==> config.mk <==
export PLATFORM = sky130hd
export DESIGN_NAME = tick_timer
export DESIGN_NICKNAME = d
export VERILOG_FILES = /design/src/rtl/timer_pkg.sv /design/src/rtl/rise_edge_det.sv /design/src/rtl/tick_timer.sv
export SDC_FILE = /design/constraint.sdc
export NUM_CORES = 1
export LEC_CHECK = 0
export ABC_CLOCK_PERIOD_IN_PS = 4700
export CAP_MARGIN = 20
export CORE_AREA = 2 2 67 69
export DETAILED_ROUTE_END_ITERATION = 7
export DIE_AREA = 0 0 69 71
export PLACE_DENSITY = 0.82
export SETUP_SLACK_MARGIN = 0.3
export SLEW_MARGIN = 20
export SYNTH_ARGS = -nofsm -noshare
export SYNTH_HDL_FRONTEND = slang
export SYNTH_SLANG_ARGS = --single-unit
==> constraint.sdc <==
create_clock -name clk -period 4.7 [get_ports clk]
set_input_delay 0.705 -clock clk [delete_from_list [all_inputs] [get_ports clk]]
set_output_delay 0.705 -clock clk [all_outputs]
set_load 0.005 [all_outputs]
==> src/rtl/timer_pkg.sv <==
// Shared constants for the tick timer: FSM state encoding and default counter width.
package timer_pkg;

  localparam int TIMER_WIDTH = 16;

  localparam logic [1:0] ST_IDLE  = 2'd0;
  localparam logic [1:0] ST_RUN   = 2'd1;
  localparam logic [1:0] ST_PAUSE = 2'd2;

endpackage

==> src/rtl/rise_edge_det.sv <==
// Rising-edge detector for a signal already registered in the clk domain.
// pulse is combinational: high in the first clk cycle d is seen high.
module rise_edge_det (
  input  logic clk,
  input  logic rst,
  input  logic d,
  output logic pulse
);

  logic d_d;
  logic d_q;

  always_comb begin
    d_d = d;
  end

  always_ff @(posedge clk or posedge rst) begin
    if (rst) begin
      d_q <= 1'b0;
    end else begin
      d_q <= d_d;
    end
  end

  assign pulse = d & ~d_q;

endmodule

==> src/rtl/tick_timer.sv <==
// Programmable down-count timer advanced by rising edges of the divided slow clock.
// One-shot or auto-reload, pause/resume, one-cycle expire pulse and sticky irq.
module tick_timer
  import timer_pkg::*;
#(
  parameter int WIDTH = TIMER_WIDTH
) (
  input  logic             clk,
  input  logic             rst,
  input  logic             slow_clk,
  input  logic             load,
  input  logic [WIDTH-1:0] load_val,
  input  logic             auto_reload,
  input  logic             start,
  input  logic             stop,
  input  logic             irq_clr,
  output logic             tick,
  output logic [WIDTH-1:0] count,
  output logic             running,
  output logic             expire,
  output logic             irq
);

  logic             slow_edge;
  logic [1:0]       state_d,   state_q;
  logic [WIDTH-1:0] count_d,   count_q;
  logic [WIDTH-1:0] reload_d,  reload_q;
  logic             tick_d,    tick_q;
  logic             expire_d,  expire_q;
  logic             irq_d,     irq_q;
  logic             running_d, running_q;

  rise_edge_det u_slow_edge (
    .clk   (clk),
    .rst   (rst),
    .d     (slow_clk),
    .pulse (slow_edge)
  );

  always_comb begin
    state_d  = state_q;
    count_d  = count_q;
    reload_d = load ? load_val : reload_q;
    tick_d   = slow_edge;
    expire_d = 1'b0;

    // Count and auto-reload always read reload_q, so a same-cycle load only
    // takes effect from the following reload.
    case (state_q)
      ST_IDLE: begin
        if (start && !stop) begin
          state_d = ST_RUN;
          count_d = reload_q;
        end
      end
      ST_RUN: begin
        if (stop) begin
          state_d = ST_PAUSE;
        end else if (slow_edge) begin
          if (count_q != '0) begin
            count_d = count_q - WIDTH'(1);
          end else begin
            expire_d = 1'b1;
            if (auto_reload) begin
              count_d = reload_q;
            end else begin
              state_d = ST_IDLE;
              count_d = '0;
            end
          end
        end
      end
      ST_PAUSE: begin
        if (stop) begin
          state_d = ST_IDLE;
          count_d = '0;
        end else if (start) begin
          state_d = ST_RUN;
        end
      end
      default: begin
        state_d = ST_IDLE;
        count_d = '0;
      end
    endcase

    if (expire_d) begin
      irq_d = 1'b1;
    end else if (irq_clr) begin
      irq_d = 1'b0;
    end else begin
      irq_d = irq_q;
    end

    running_d = (state_d == ST_RUN);
  end

  always_ff @(posedge clk or posedge rst) begin
    if (rst) begin
      state_q   <= ST_IDLE;
      count_q   <= '0;
      reload_q  <= '0;
      tick_q    <= 1'b0;
      expire_q  <= 1'b0;
      irq_q     <= 1'b0;
      running_q <= 1'b0;
    end else begin
      state_q   <= state_d;
      count_q   <= count_d;
      reload_q  <= reload_d;
      tick_q    <= tick_d;
      expire_q  <= expire_d;
      irq_q     <= irq_d;
      running_q <= running_d;
    end
  end

  assign tick    = tick_q;
  assign count   = count_q;
  assign running = running_q;
  assign expire  = expire_q;
  assign irq     = irq_q;

endmodule

==> qor.yml <==
ys_ff_latch: 39
initial_utilization: 0.5268
synth_flop_cell: "dfrtp_1"
routed_wl_mm: 5.583
postCtsHoldBufs: 0
n_fill_cell: 363
avgSynthCellArea_sq_um: 9.713
rows: 24
synth_cell_type_count: 52
layout.cells.non_filler: 318
hold_class: "reg -> reg"
ant_nets: 0
syn_to_final_growth_pct: 25.37
startpoint_type: "register"
finalSetupViolCount: 0
post-route-util: 0.6604
async_flop_share: 1.000
drv_slew: 0
status: "completed"
die_w_microns: 69
core_sq_mm: 0.004204
synth_compound_area_frac: 0.1881
post-dp-hpwl_mm: 3.854
worst_slack_ns: 1.971
fmax_mhz: 366.4
cts.reportedPaths.clkPinSlew_ns: 0.07
crit_chain: "nor4_1, nand4_1, a31o_2, a211o_2"
crit_type: "reg -> reg"
setup_tns_ns: 0
n_antenna_cell: 0
final_common_cell: "clkdlybuf4s50_1"
port_buffers: 43
place.gp.congestion: 0.9023
final_cell_mix: "clkdlybuf4s50_1 (43), dfrtp_1 (39), mux2_2 (18)"
cts_resized: 0
die_area_sq_mm: 0.004899
cts_buffers: 5
grt_setup_unrepaired: "no"
holdWs_ns: 0.4874
numPlacedInstances: 311
clock_latency_ns: 0.30
power_density_mw_per_mm2: 414.9
drcViolationCount: 0
period_minus_slack_ns: 2.729
synthesis.nets: 254
synth_top_family_by_area: "compound AO/OA/AOI/OAI gates"
synth-adder-area-share: 0.01130
h-tree-depth: 2
vdd_drop_max_v: 0.0002511
cp_slowest_cell: "nand4_1"
postSynthCellCount: 228
cts_tree: "built"
cts_setup_buffers: 0
drive_above_1_share: 0.1165
grt_max_degree: 40
grt_usage: 0.2497
cts_buffer_depth: 2
fin_crit_sh: 0.5807
overflow: 0
seq_area_frac_synth: 0.4407
yosys.area_share.simple: 0.1876
antenna_found_initial: 0
synth_area_sq_mm: 0.002215
grt_pass1_vias: 1962
tightest_slew_ns: 0.8165
viasPerCell: 6.248
yosys.area_share.xor_xnor: 0.007910
first_pass_iters: 4
grt_pass1_wl_mm: 9.632
p_leak_nw: 1.132
cp_data_required_time_ns: 4.88
die_y_microns: 71
vias: 1987
hold_viol_final: 0
io_pins: 44
preCtsSetupSlack_ns: 1.915
routedWlPerCell_microns: 17.56
cts_num_sinks: 39
fin_skew_ns: 0.01233
ys_warn_count: 0
drv_cap: 0
clock-root-buffer: "clkbuf_8"
critical_path_peak_fanout: 16
synth_mux_area_frac: 0.1141
critPathArrivalTime_ns: 2.91
synth_edf_count: 0
max_stage_delay_ns: 0.76
final_nets: 292
slew_headroom: 0.4540
drt-initial-drc-count: 153
endpoint_kind: "register"
==> power breakdown <==
group	leakage, nW	internal, W	total [W]	switching, W
sequential	0.479	0.000394	0.000490	0.0000962
clock	0.0513	0.000156	0.000268	0.000112
combinational	0.602	0.000220	0.000394	0.000174
total	1.13	0.000770	0.00115	0.000382
==> worst max-delay path: cells and delay by family, from the launching register on <==
family          cells  cell delay (ns)
simple gates        2             1.34
compound gates      2             0.82
flops               1             0.46
==> Yosys cell counts, drive strengths merged, types with 4 or more instances <==
master	count	area (sq um)
a221o	5	50.05
nand3	5	25.02
and2	4	25.02
nand4	4	25.02
inv	14	52.55
nor2	15	56.30
o31ai	6	45.04
nand2	16	60.06
a31oi	4	25.02
mux2	18	202.7
a21oi	7	35.03
nand2b	4	25.02
o21ai	5	25.02
dfrtp	39	975.9
a211oi	5	37.54
or4	4	33.78
nor4	7	43.79
clkbuf	13	48.80
mux2i	5	50.05
nor3	6	30.03
==> per-layer routing <==
layer	up-vias	part of all wire	GRT usage
li1	930	-	-
met1	970	0.44	0.3260
met2	80	0.48	0.4081
met3	7	0.066	0.06695
met4	0	0.015	0.07843
met5	-	0	0
==> area by class of cell <==
class | count | area (sq um) | share of cell area
multi-input cells | 160 | 1127 | 0.4060
flip-flops and latches | 39 | 975.9 | 0.3515
inverters | 14 | 52.55 | 0.01893
clock buffers | 6 | 72.57 | 0.02614
repair buffers | 46 | 452.9 | 0.1631
clock inverters | 1 | 30.03 | 0.01082
well taps | 52 | 65.06 | 0.02343
==> worst paths after layout <==
path                            slack (ns)                       to                     from  cells after the start
worst min-delay path                  0.49     count[8]$_DFFE_PP0P_  reload_q[8]$_DFFE_PP0P_                      1
worst max-delay path                  1.97     count[6]$_DFFE_PP0P_     count[6]$_DFFE_PP0P_                      4
worst max register to register        1.97     count[6]$_DFFE_PP0P_     count[6]$_DFFE_PP0P_                      4
max in group asynchronous             3.53    count[10]$_DFFE_PP0P_                      rst                      3
min in group asynchronous             0.82  reload_q[9]$_DFFE_PP0P_                      rst                      3
worst min register to register        0.49     count[8]$_DFFE_PP0P_  reload_q[8]$_DFFE_PP0P_                      1
==> sequential cells by signal, indices dropped and copies added (netlist names) <==
| name | cells |
|---|---|
| expire | 1 |
| u_slow_edge.d_q | 1 |
| tick | 1 |
| count | 16 |
| irq | 1 |
| reload_q | 16 |
| state_q | 2 |
| running | 1 |
==> logic make-up after synthesis <==
| family | Yosys count |
|---|---|
| DFF | 39 |
| muxes | 23 |
| and+or+nand+nor | 78 |
| xor gates and xnor gates | 2 |
| AOI/OAI and AO/OA | 55 |
| adders and majority gates | 2 |
| buffers and inverters | 29 |
==> per-stage QoR <==
stage | area (sq um) | total power, W
after floorplan | 2215 | 0.0007065
after detailed placement | 2674 | 0.0008846
final | 2776 | 0.001152
after CTS | 2776 | 0.001156
after global placement | 2674 | 0.0008763
after global routing | 2776 | 0.001226
Note: power is estimated with default switching activity, not from simulation.
